==> src/rtl/red_pitaya_ams_pwm_pkg.sv <==
// Shared definitions for the slow PWM DAC register bank.
// Holds the register offsets decoded on sys_addr[19:0], the CTRL bit
// positions, the bit position of channel values inside a bus word and a
// helper that returns the address of a per-channel register.
package red_pitaya_ams_pwm_pkg;

    localparam logic [19:0] REG_CTRL     = 20'h00000;
    localparam logic [19:0] REG_COMMIT   = 20'h00004;
    localparam logic [19:0] REG_RATE     = 20'h00008;
    localparam logic [19:0] REG_STATUS   = 20'h0000C;
    localparam logic [19:0] SHADOW_BASE  = 20'h00020;
    localparam logic [19:0] CURRENT_BASE = 20'h00040;

    localparam int CTRL_SYNC_BIT = 0;
    localparam int CTRL_RAMP_BIT = 1;

    // Channel values sit at [VAL_LSB +: DW] of the bus word.
    localparam int VAL_LSB = 16;

    // Address of the per-channel register k in a bank starting at base.
    function automatic logic [19:0] ch_addr(input logic [19:0] base, input int k);
        return base + 20'(4 * k);
    endfunction

endpackage

==> src/rtl/red_pitaya_ams_pwm_ch.sv <==
// One PWM channel: shadow (bus-visible), target (what the output heads for)
// and current (the value driven to the modulator), plus the +/-1 stepper.
// Ports:
//   clk_i, rstn_i  clock, synchronous active-low reset
//   wr, wdata      shadow write strobe and value
//   commit         copy shadow to target (only meaningful while sync=1)
//   sync           1: target moves only on commit; 0: target follows shadow
//   ramp_en        1: current steps toward target on tick; 0: current follows target
//   tick           prescaler tick shared by all channels
//   shadow         shadow register value
//   current        current output value
//   busy           current differs from target
//   pending        shadow differs from target
module red_pitaya_ams_pwm_ch #(
    parameter int             DW      = 8,
    parameter logic [DW-1:0]  RST_VAL = '0
) (
    input  logic          clk_i,
    input  logic          rstn_i,
    input  logic          wr,
    input  logic [DW-1:0] wdata,
    input  logic          commit,
    input  logic          sync,
    input  logic          ramp_en,
    input  logic          tick,
    output logic [DW-1:0] shadow,
    output logic [DW-1:0] current,
    output logic          busy,
    output logic          pending
);

    logic [DW-1:0] shadow_reg;
    logic [DW-1:0] target_reg;
    logic [DW-1:0] current_reg;
    logic [DW-1:0] current_next;

    // Stepping only ever moves toward the target, so it cannot overshoot
    // or wrap; with ramping off the output snaps to the target.
    always_comb begin
        current_next = current_reg;
        if (!ramp_en) begin
            current_next = target_reg;
        end else if (tick) begin
            if (current_reg < target_reg) begin
                current_next = current_reg + DW'(1);
            end else if (current_reg > target_reg) begin
                current_next = current_reg - DW'(1);
            end
        end
    end

    always_ff @(posedge clk_i) begin
        if (!rstn_i) begin
            shadow_reg  <= RST_VAL;
            target_reg  <= RST_VAL;
            current_reg <= RST_VAL;
        end else begin
            if (wr) begin
                shadow_reg <= wdata;
            end
            // Without sync the target tracks the shadow every cycle, so a
            // commit is redundant there and clearing sync flushes pending data.
            if (!sync || commit) begin
                target_reg <= shadow_reg;
            end
            current_reg <= current_next;
        end
    end

    assign shadow  = shadow_reg;
    assign current = current_reg;
    assign busy    = (current_reg != target_reg);
    assign pending = (shadow_reg != target_reg);

endmodule

==> src/rtl/red_pitaya_ams_pwm.sv <==
// Register bank for the slow PWM DAC channels of the analog mixed-signal
// block. Holds CH_NUM duty values with optional staged (synchronous) update
// and optional rate-limited ramping toward the programmed value.
// Ports:
//   clk_i, rstn_i      clock, synchronous active-low reset
//   dac_o              current PWM values, channel k at [k*DW +: DW]
//   busy_o             channel k still ramping
//   sys_addr/wdata     bus address (only [19:0] decoded) and write data
//   sys_wen/ren        bus write / read strobes
//   sys_rdata/ack/err  registered read data and acknowledge, error tied low
module red_pitaya_ams_pwm
    import red_pitaya_ams_pwm_pkg::*;
#(
    parameter int                   CH_NUM  = 4,
    parameter int                   DW      = 8,
    parameter int                   RATE_W  = 16,
    parameter logic [CH_NUM*DW-1:0] DAC_RST = {8'h9C, 8'h75, 8'h4E, 8'h0F}
) (
    input  logic                 clk_i,
    input  logic                 rstn_i,
    output logic [CH_NUM*DW-1:0] dac_o,
    output logic [CH_NUM-1:0]    busy_o,
    input  logic [31:0]          sys_addr,
    input  logic [31:0]          sys_wdata,
    input  logic                 sys_wen,
    input  logic                 sys_ren,
    output logic [31:0]          sys_rdata,
    output logic                 sys_err,
    output logic                 sys_ack
);

    logic [19:0]       addr;
    logic              ctrl_sync_reg;
    logic              ctrl_ramp_reg;
    logic [RATE_W-1:0] rate_reg;
    logic [RATE_W-1:0] presc_reg;
    logic [RATE_W-1:0] presc_next;
    logic              sys_ack_reg;
    logic [31:0]       sys_rdata_reg;
    logic [31:0]       rdata_next;
    logic              tick;
    logic              wr_ctrl;
    logic              wr_rate;
    logic              commit;
    logic [DW-1:0]     shadow_val  [CH_NUM];
    logic [DW-1:0]     current_val [CH_NUM];
    logic [CH_NUM-1:0] pending;
    logic              unused_bus;

    assign addr    = sys_addr[19:0];
    assign wr_ctrl = sys_wen && (addr == REG_CTRL);
    assign wr_rate = sys_wen && (addr == REG_RATE);
    assign commit  = sys_wen && (addr == REG_COMMIT) && sys_wdata[0];

    // Upper address bits and unused data bits are deliberately ignored.
    assign unused_bus = ^{sys_addr[31:20], sys_wdata};

    // Prescaler runs 0..RATE only while ramping; the tick is the wrap cycle.
    assign tick = ctrl_ramp_reg && (presc_reg == rate_reg);

    always_comb begin
        presc_next = presc_reg + RATE_W'(1);
        if (wr_rate || !ctrl_ramp_reg || tick) begin
            presc_next = '0;
        end
    end

    genvar gi;
    generate
        for (gi = 0; gi < CH_NUM; gi++) begin : g_ch
            logic wr_shadow;
            assign wr_shadow = sys_wen && (addr == ch_addr(SHADOW_BASE, gi));

            red_pitaya_ams_pwm_ch #(
                .DW      (DW),
                .RST_VAL (DAC_RST[gi*DW +: DW])
            ) u_ch (
                .clk_i   (clk_i),
                .rstn_i  (rstn_i),
                .wr      (wr_shadow),
                .wdata   (sys_wdata[VAL_LSB +: DW]),
                .commit  (commit),
                .sync    (ctrl_sync_reg),
                .ramp_en (ctrl_ramp_reg),
                .tick    (tick),
                .shadow  (shadow_val[gi]),
                .current (current_val[gi]),
                .busy    (busy_o[gi]),
                .pending (pending[gi])
            );

            assign dac_o[gi*DW +: DW] = current_val[gi];
        end
    endgenerate

    // Read mux; anything not decoded (including channels >= CH_NUM) reads 0.
    always_comb begin
        rdata_next = '0;
        case (addr)
            REG_CTRL: begin
                rdata_next[CTRL_SYNC_BIT] = ctrl_sync_reg;
                rdata_next[CTRL_RAMP_BIT] = ctrl_ramp_reg;
            end
            REG_RATE: begin
                rdata_next[RATE_W-1:0] = rate_reg;
            end
            REG_STATUS: begin
                rdata_next[CH_NUM-1:0]       = busy_o;
                rdata_next[VAL_LSB +: CH_NUM] = pending;
            end
            default: begin
                for (int k = 0; k < CH_NUM; k++) begin
                    if (addr == ch_addr(SHADOW_BASE, k)) begin
                        rdata_next[VAL_LSB +: DW] = shadow_val[k];
                    end
                    if (addr == ch_addr(CURRENT_BASE, k)) begin
                        rdata_next[VAL_LSB +: DW] = current_val[k];
                    end
                end
            end
        endcase
    end

    always_ff @(posedge clk_i) begin
        if (!rstn_i) begin
            ctrl_sync_reg <= 1'b0;
            ctrl_ramp_reg <= 1'b0;
            rate_reg      <= '0;
            presc_reg     <= '0;
            sys_ack_reg   <= 1'b0;
            sys_rdata_reg <= '0;
        end else begin
            if (wr_ctrl) begin
                ctrl_sync_reg <= sys_wdata[CTRL_SYNC_BIT];
                ctrl_ramp_reg <= sys_wdata[CTRL_RAMP_BIT];
            end
            if (wr_rate) begin
                rate_reg <= sys_wdata[RATE_W-1:0];
            end
            presc_reg     <= presc_next;
            sys_ack_reg   <= sys_wen || sys_ren;
            sys_rdata_reg <= sys_ren ? rdata_next : 32'h0;
        end
    end

    assign sys_ack   = sys_ack_reg;
    assign sys_rdata = sys_rdata_reg;
    assign sys_err   = 1'b0;

endmodule

==> config.mk <==
export PLATFORM = sky130hd
export DESIGN_NAME = red_pitaya_ams_pwm
export DESIGN_NICKNAME = d
export VERILOG_FILES = /design/src/rtl/red_pitaya_ams_pwm_pkg.sv /design/src/rtl/red_pitaya_ams_pwm_ch.sv /design/src/rtl/red_pitaya_ams_pwm.sv
export SDC_FILE = /design/constraint.sdc
export NUM_CORES = 1
export LEC_CHECK = 0
export ABC_AREA = 1
export BUFFER_PORTS_ARGS = -buffer_cell sky130_fd_sc_hd__buf_2
export CELL_PAD_IN_SITES_DETAIL_PLACEMENT = 1
export CELL_PAD_IN_SITES_GLOBAL_PLACEMENT = 2
export CORE_MARGIN = 10
export CORE_UTILIZATION = 29
export DETAILED_ROUTE_END_ITERATION = 8
export PLACE_DENSITY_LB_ADDON = 0.1
export SETUP_SLACK_MARGIN = 0.3
export SYNTH_ARGS = -nofsm -noshare
export SYNTH_HDL_FRONTEND = slang
export SYNTH_SLANG_ARGS = --single-unit
==> constraint.sdc <==
create_clock -name clk_i -period 2.7 [get_ports clk_i]
set_clock_uncertainty 0.1 [all_clocks]
set_input_delay 0.135 -clock clk_i [delete_from_list [all_inputs] [get_ports clk_i]]
set_output_delay 0.135 -clock clk_i [all_outputs]
set_load 0.02 [all_outputs]
==> summary.md, run 1 <==
| Metric | Value |
|---|---|
| Leak | between 5 and 6 nW |
| RSZ-0062 raised after global routing | yes |
| Setup violations, final | 0 |
| Crit path setup slack, layout | 0.0371 ns |
| Post-synth top area cell | dfxtp_1 |
| WL final | 33100 um |
| Nets | 1629 |
| Reg2reg setup slack | about 0.037 ns |
| Final instance area | 12800 um^2 |
| Grt total ovfl | 0 |
| DP HPWL | 25200 um |
| Hold Crit Class | in2reg |
| Std-Cell Rows | 64 |
| Area grow syn2layout | 40.7% |
| Die Width | approximately 200 um |
| Number of global-route vias before repair | about 9600 |
| Max Transition Viols Final | 0 |
| Pwr/cell area | approximately 380 nW/um^2 |
| Post-synth EDFFs | 0 |
| Final Util | a little over 40% |
| Crit path max fanout | 3 |
| I/O pin cnt | 138 |
| Synth top area share | 34.2% |
| Seq cells post-synth | 155 |
| Post-route DRC | 0 |
| Crit Path Class | reg2reg |
| Clk sinks | 155 |
| Setup WS pre-CTS | -0.0667 ns |
| Mapped cell area | 9080 um^2 |
| Slew @ Worst Pin | 0.729 ns |
| Status | completed |
| Initial DRC Count | 310 |
| Crit path DAT | 2.89 ns |
| Worst hold slack | between 0.03 and 0.04 ns |
| Peak Freq | 376 MHz |
| Slew margin rel. | 51.2% |
| Initial Util | 29.5% |
| Wire length per cell | between 15 and 20 um |
| First-pass GRT wire length | 52800 um |
| Most common cell after layout, fill and taps aside | nand2_1 |
| Worst-path clk slew | 0.07 ns |
| Core box area | 30700 um^2 |
| Synth Area per Inst | ~7.3 um^2 |
| Setup crit end | g_ch[3].u_ch.current[7]$_SDFFE_PN1P_ |
| Worst setup path start | g_ch[3].u_ch.target_reg[1]$_SDFFE_PN0P_ |
| Later-pin clock latency in the skew report | 0.44 ns |
| Min Tclk post-route | 2.66 ns |
| DRT antenna net count | 0 |
| Sequential-to-total area share from yosys stat | 34.2% |
| Crit share post-route | 98.6% |
| CP Launch Type | flip-flop |
| R2R depth | 21 |
| H-tree depth | 4 |
| Post-synth ARST share | 0% |
| Cells after synthesis | 1245 |
| Most area-consuming cells after synthesis | dfxtp_1 (34%), nand2_1 (8.5%), ha_1 (8.4%) |
| R2R Path End | g_ch[3].u_ch.current[7]$_SDFFE_PN1P_ |
| Crit. End Element | flip-flop |
| Commonest cells after routing, fill and taps aside | nand2_1 (193), inv_1 (147), buf_4 (128) |
| DIE AREA | a little under 40000 um^2 |
| Synth Flop Type | dfxtp_1 |
| Placed inst area | between 10000 and 15000 um^2 |
| Final Hold Viols | 0 |
| Maximum VDD drop | 0.367 mV |
| Req. time, crit path | 2.93 ns |
| CTS Buffer Depth | 2 |
| # fillers | 3791 |
| Synth Warn # | 0 |
| Worst r2r src | g_ch[3].u_ch.target_reg[1]$_SDFFE_PN0P_ |
| Number of buffers created by CTS | 17 |
| Antenna violations before repair | 0 |
| IO Port Bufs | 108 |
| Clock root buffer | clkbuf_16 |
| Largest net degree at the start of global routing | 44 |
| Tot GR Track Use | 17.1% |
| Die Height | 197 um |
| Vias per inst | 4.72 |
| Final Wtd Congestion | 0.773 |
| Max cap viols | 0 |
| Synth cell types | 46 |
| Share of layout cells above drive strength 1 | approximately a third |
| Total power | 4.87 mW |
| DR pass1 iterations | 4 |
| Ant. Diodes | 0 |
| Via count | 9000 |
| CTS tree | yes |
==> worst min path at each step <==
stage | start | depth (start not counted) | end | slack (ns)
2_1_floorplan | sys_wdata[19] | 2 | g_ch[1].u_ch.shadow[3]$_SDFFE_PN1P_ | 0.16
3_3_place_gp | sys_wdata[9] | 3 | rate_reg[9]$_SDFFE_PN0P_ | 0.32
3_5_place_dp | sys_wdata[2] | 3 | rate_reg[2]$_SDFFE_PN0P_ | 0.32
4_1_cts | sys_ren | 3 | sys_ack$_SDFF_PN0_ | 0.02
5_1_grt | sys_wdata[18] | 3 | g_ch[3].u_ch.shadow[2]$_SDFFE_PN1P_ | 0.06
6_report | sys_ren | 3 | sys_ack$_SDFF_PN0_ | 0.04
==> per-layer routing <==
layer  share of wire, %  global-route usage [%]  up-vias
met2                 49                    29.8      100
met4               0.66                    3.50        0
met5                  0                       0        -
li1                   -                       -     4611
met3                2.9                    2.84       15
met1                 47                    21.8     4274
==> final cells by class <==
cell class	count	area (um^2)	area share, %
clock buffers	17	425	3.33
clock inverters	15	146	1.15
inverters	173	656	5.13
multi-input cells	870	5870	46.0
flip-flops and latches	155	3200	25.0
well taps	396	495	3.88
repair buffers	279	1980	15.5
==> where the power goes <==
| group | leakage [nW] | switching [mW] | internal (mW) |
|---|---|---|---|
| logic | 4.09 | 0.107 | 0.0655 |
| clock network | 0.285 | 1.12 | 1.30 |
| registers | 1.26 | 0.000198 | 2.27 |
| total | 5.63 | 1.23 | 3.64 |
==> through the flow <==
step	std cells	setup TNS [ns]
after CTS	1893	0
after detailed placement	1797	-0.179
after global placement	1797	0
after global routing	1905	-1.53
after floorplan	1253	-0.0647
final	1905	0
==> Yosys cell counts, types with 2 or more instances <==
| cell type | n |
|---|---|
| o211ai_1 | 39 |
| o211a_1 | 2 |
| nand3b_1 | 5 |
| or2_1 | 2 |
| xnor2_1 | 43 |
| xor2_1 | 21 |
| o21bai_1 | 2 |
| a211oi_1 | 3 |
| or2_2 | 3 |
| nor3_2 | 2 |
| ha_1 | 61 |
| o32ai_1 | 2 |
| nor2_2 | 5 |
| nand2_2 | 4 |
| nor3b_1 | 2 |
| nand4_1 | 27 |
| nand2_4 | 4 |
| a21oi_1 | 140 |
| nor2_4 | 5 |
| nor3_1 | 6 |
| nand2_1 | 205 |
| nor2_1 | 76 |
| clkbuf_1 | 23 |
| buf_2 | 14 |
| or2_0 | 2 |
| o21ai_0 | 132 |
| buf_4 | 14 |
| inv_1 | 162 |
| o41ai_1 | 2 |
| dfxtp_1 | 155 |
| nand3_1 | 54 |
| buf_6 | 3 |
| o21ai_1 | 2 |
| fa_1 | 4 |
| inv_2 | 8 |
==> critical path, stage by stage, from the launching register on <==
cell and delay, ns:
dfxtp_2 0.34, inv_2 0.05, ha_4 0.26, inv_2 0.03, nor2_2 0.08, o21ai_1 0.06
nand2_1 0.06, nand2_1 0.05, o211ai_1 0.13, ha_1 0.34, a21oi_2 0.15, nand2_2 0.08
nand2_1 0.06, nand2_1 0.06, a21oi_2 0.17, nor2_2 0.07, o21ai_2 0.13, nand2_1 0.07
nand2_1 0.07, nand3_2 0.08, nand2_1 0.07, nand2_1 0.04
==> logic make-up after synthesis <==
logic type               synth area share (%)
adder cells (fa/ha/maj)                  9.29
buffers and inverters                    10.5
XOR/XNOR                                 6.17
flip-flops                               34.2
AND/OR/NAND/NOR                          20.1
other                                  0.0413
AO/OA/AOI/OAI                            19.7
==> repair_timing <==
action                     4_1_cts  5_1_grt
setup endpoints to repair       21       27
pin swaps                       78       55
buffers inserted                40       12
hold buffers                    24        0
resized for setup               87       43
hold endpoints to repair        35        0
Note: power is estimated with default switching activity, not from simulation.
==> inputs of run 2 (changes only) <==
--- a/config.mk
+++ b/config.mk
@@ -10,10 +10,11 @@
 export CELL_PAD_IN_SITES_DETAIL_PLACEMENT = 1
 export CELL_PAD_IN_SITES_GLOBAL_PLACEMENT = 2
 export CORE_MARGIN = 10
-export CORE_UTILIZATION = 29
+export CORE_UTILIZATION = 30
 export DETAILED_ROUTE_END_ITERATION = 8
 export PLACE_DENSITY_LB_ADDON = 0.1
 export SETUP_SLACK_MARGIN = 0.3
 export SYNTH_ARGS = -nofsm -noshare
 export SYNTH_HDL_FRONTEND = slang
+export SYNTH_HIERARCHICAL = 1
 export SYNTH_SLANG_ARGS = --single-unit
==> summary.md, run 2 <==
| Metric | Value |
|---|---|
| Crit share post-route | 91.3% (-7.4 points) |
| Crit. End Element | flip-flop |
| Peak Freq | 406 MHz (+8.1%) |
| Total power | 4.91 mW (+0.87%) |
| Die Width | 200 um (+1.7%) |
| Worst Hold Path EP | sys_rdata[18]$_SDFF_PN0_ |
| Setup_tns | 0 ns (unchanged) |
| Post-synth ARST share | 0% (unchanged) |
| Max Transition Viols Final | 0 (unchanged) |
| Status | completed |
| Crit Path Class | reg2reg |
| Slew margin rel. | 49.3% (-1.9 points) |
| Sequential-to-total area share from yosys stat | 31.8% (-2.4 points) |
| R2R depth | 14 (-33%) |
| Area grow syn2layout | 41.6% |
| Synth Warn # | 6 (+6) |
| I/O pin cnt | 138 (unchanged) |
| Synth cell types | 58 (+26%) |
| DR pass1 iterations | 4 (unchanged) |
| CTS tree | yes |
| Share of layout cells above drive strength 1 | 38.1% (+5.4 points) |
| Synth top area share | 31.8% (-2.4 points) |
| H-tree depth | 4 (unchanged) |
| Final Wtd Congestion | 0.781 (+1.0%) |
| Most area-consuming cells after synthesis | dfxtp_1 (32%), nand2_1 (10%), ha_1 (7.8%) |
| Wire length per cell | 17.5 um (+0.97%) |
| Worst-path clk slew | 0.07 ns (about the same) |
| Post-route DRC | 0 (unchanged) |
| DIE AREA | 40100 um^2 (+3.5%) |
| Most common cell in the netlist | nand2_1 |
| Sequential share of power | 46.5% (-0.2 points) |
| CP Launch Type | flip-flop |
| Synth Flop Type | dfxtp_1 |
| Pwr/cell area | 355 nW/um^2 (-6.8%) |
| Post-synth EDFFs | 0 (unchanged) |
| Min-Delay Path Depth | 3 (unchanged) |
| Initial DRC Count | 331 (+6.8%) |
| Max cap viols | 0 (unchanged) |
| Worst r2r src | g_ch[1].u_ch/target_reg[7]$_SDFFE_PN0P_ |
| CTS Buffer Depth | 2 (unchanged) |
| Cells after synthesis | 1347 (+8.2%) |
| Slew @ Worst Pin | 0.760 ns (+0.0307 ns) |
| Post-synth top area cell | dfxtp_1 |
| DRT antenna net count | 0 (unchanged) |
| Number of global-route vias before repair | 9926 (+3.4%) |
| Grt total ovfl | 0 (unchanged) |
| Largest net degree at the start of global routing | 51 (+16%) |
| Sw Share | 24.9% (-0.40 points) |
| Later-pin clock latency in the skew report | 0.46 ns (+0.02 ns) |
| Commonest cells after routing, fill and taps aside | nand2_1 (228), nor2_1 (134), buf_4 (125) |
| Synth Area per Inst | 7.24 um^2 (-0.71%) |
| Seq cells post-synth | 155 (unchanged) |
| Via count | 9734 (+8.2%) |
| Vias per inst | 4.72 (-0.18%) |
| Crit path DAT | 2.74 ns (-0.15 ns) |
| Ant. Diodes | 0 (unchanged) |
| RSZ-0062 raised after global routing | yes |
| DP HPWL | 26500 um (+5.4%) |
| Reg2reg setup slack | 0.24 ns (+0.20 ns) |
| Core box area | 31800 um^2 (+3.4%) |
| First-pass GRT wire length | 56000 um (+6.1%) |
| Final Hold Viols | 0 (unchanged) |
| Clock power share | 50.2% (+0.4 points) |
| Number of buffers created by CTS | 17 (unchanged) |
| Crit path max fanout | 5 (+2) |
| Clock root buffer | clkbuf_16 |
| Initial Util | 30.7% (+1.1 points) |
| Hold Crit Class | in2reg |
| Net Sw Power | 1.22 mW (-0.71%) |
| Leak | 6.02 nW (+7.0%) |
| R2R Path End | g_ch[1].u_ch/current[7]$_SDFFE_PN0P_ |
| Min Tclk post-route | 2.46 ns (-0.199 ns) |
| WL final | 36200 um (+9.4%) |
| Setup violations, final | 0 (unchanged) |
| Std-Cell Rows | 65 (+1.6%) |
| Maximum VDD drop | 0.453 mV (+23%) |
| Antenna violations before repair | 0 (unchanged) |
| IO Port Bufs | 108 (unchanged) |
| Most common cell after layout, fill and taps aside | nand2_1 |
| Tot GR Track Use | 17.4% (+0.27 points) |
| Die Height | 200 um (+1.7%) |
| Hold wc startpoint | sys_ren |
| Clk sinks | 155 (unchanged) |
| Req. time, crit path | 2.97 ns (+0.04 ns) |
| Nets | 1749 (+7.4%) |
| Mapped cell area | 9750 um^2 (+7.4%) |
| # fillers | 3863 (+1.9%) |
| Combinational fraction of design power | 3.3% (-0.2 points) |
| Post-synth top cells | nand2_1 (266), dfxtp_1 (155), inv_1 (144) |
| Cell Int Power | 3.69 mW (+1.4%) |
run 2: cell types whose count changed after synthesis, sizes merged, moves of 11 or more:
cell	previous run	this run
a211oi	3	15
a21oi	140	116
clkbuf	23	10
inv	171	160
nand2	213	302
nand3	55	113
nor2	87	167
o211ai	39	6
o21ai	134	77
run 2: worst max-delay path by stage:
stage | startpoint | end
floorplan | g_ch[1].u_ch/current[7]$_SDFFE_PN0P_ | g_ch[1].u_ch/current[4]$_SDFFE_PN0P_
global placement | g_ch[1].u_ch/target_reg[7]$_SDFFE_PN0P_ | g_ch[1].u_ch/current[7]$_SDFFE_PN0P_
detailed placement | g_ch[1].u_ch/target_reg[5]$_SDFFE_PN0P_ | g_ch[1].u_ch/current[7]$_SDFFE_PN0P_
CTS | g_ch[1].u_ch/target_reg[5]$_SDFFE_PN0P_ | g_ch[1].u_ch/current[6]$_SDFFE_PN1P_
global route | g_ch[1].u_ch/target_reg[7]$_SDFFE_PN0P_ | g_ch[1].u_ch/current[7]$_SDFFE_PN0P_
finish | g_ch[1].u_ch/target_reg[7]$_SDFFE_PN0P_ | g_ch[1].u_ch/current[7]$_SDFFE_PN0P_
run 2: power groups by stage:
| stage | clock network (mW) | registers [mW] | logic, mW |
|---|---|---|---|
| 3_3_place_gp | 0 | 2.34 | 0.136 |
| 2_1_floorplan | 0 | 2.34 | 0.0644 |
| 6_report | 2.46 | 2.28 | 0.164 |
| 4_1_cts | 2.54 | 2.28 | 0.165 |
| 3_5_place_dp | 0 | 2.34 | 0.137 |
| 5_1_grt | 2.64 | 2.28 | 0.179 |
run 2: per-stage QoR:
step	instances	hold WS (ns)	worst slack [ns]	area [um^2]	util, %
final	2064	0.0469	0.236	13800	43.4
after detailed placement	1916	0.328	0.0153	11100	34.9
after floorplan	1355	0.157	0.299	9820	-
after global routing	2064	0.0541	0.122	13800	43.4
after global placement	1916	0.321	0.110	11100	34.9
after CTS	2017	0.0400	0.270	13000	40.8
run 2: worst max-delay path, stage by stage, from the launching register on:
cell,delay [ns]
dfxtp_2,0.36
inv_4,0.05
ha_4,0.21
a21o_1,0.18
nor2_4,0.23
nand2_8,0.12
ha_4,0.33
nand3_4,0.08
nand2_4,0.09
nand2_1,0.06
o211ai_1,0.13
nand3_1,0.16
nand2_2,0.10
nand2_2,0.06
a21oi_2,0.12
run 2: logic make-up after synthesis:
| kind of cell | after synthesis | share of synthesized area [%] |
|---|---|---|
| compound gates | 232 | 14.0 |
| simple gates | 648 | 32.4 |
| fa+ha+maj | 65 | 8.65 |
| xor+xnor | 50 | 4.49 |
| other cells | 1 | 0.0384 |
| flops | 155 | 31.8 |
| buf+inv | 196 | 8.58 |
run 2: timing repair:
item,CTS,global route
setup buffers,39,47
hold endpoints to repair,53,0
hold buffers,26,0
gates resized for setup,132,119
setup endpoints to repair,17,32
gates cloned,4,0
pin swaps,58,102
run 2: layout make-up:
class / instances / area, um^2 / area share [%]
clock buffers: 20 / 457 / 3.31
inverters: 162 / 627 / 4.54
clock inverters: 12 / 126 / 0.915
flip-flops and latches: 155 / 3170 / 23.0
well taps: 435 / 544 / 3.94
multi-input cells: 1008 / 6980 / 50.6
repair buffers: 272 / 1900 / 13.8
run 2: per-layer routing:
metal / global-route usage, % / up-vias / wire length, um
li1: - / 4959 / -
met1: 22.1 / 4656 / 17100
met2: 30.2 / 94 / 18000
met3: 3.08 / 25 / 830
met4: 3.38 / 0 / 308
met5: 0 / - / 0
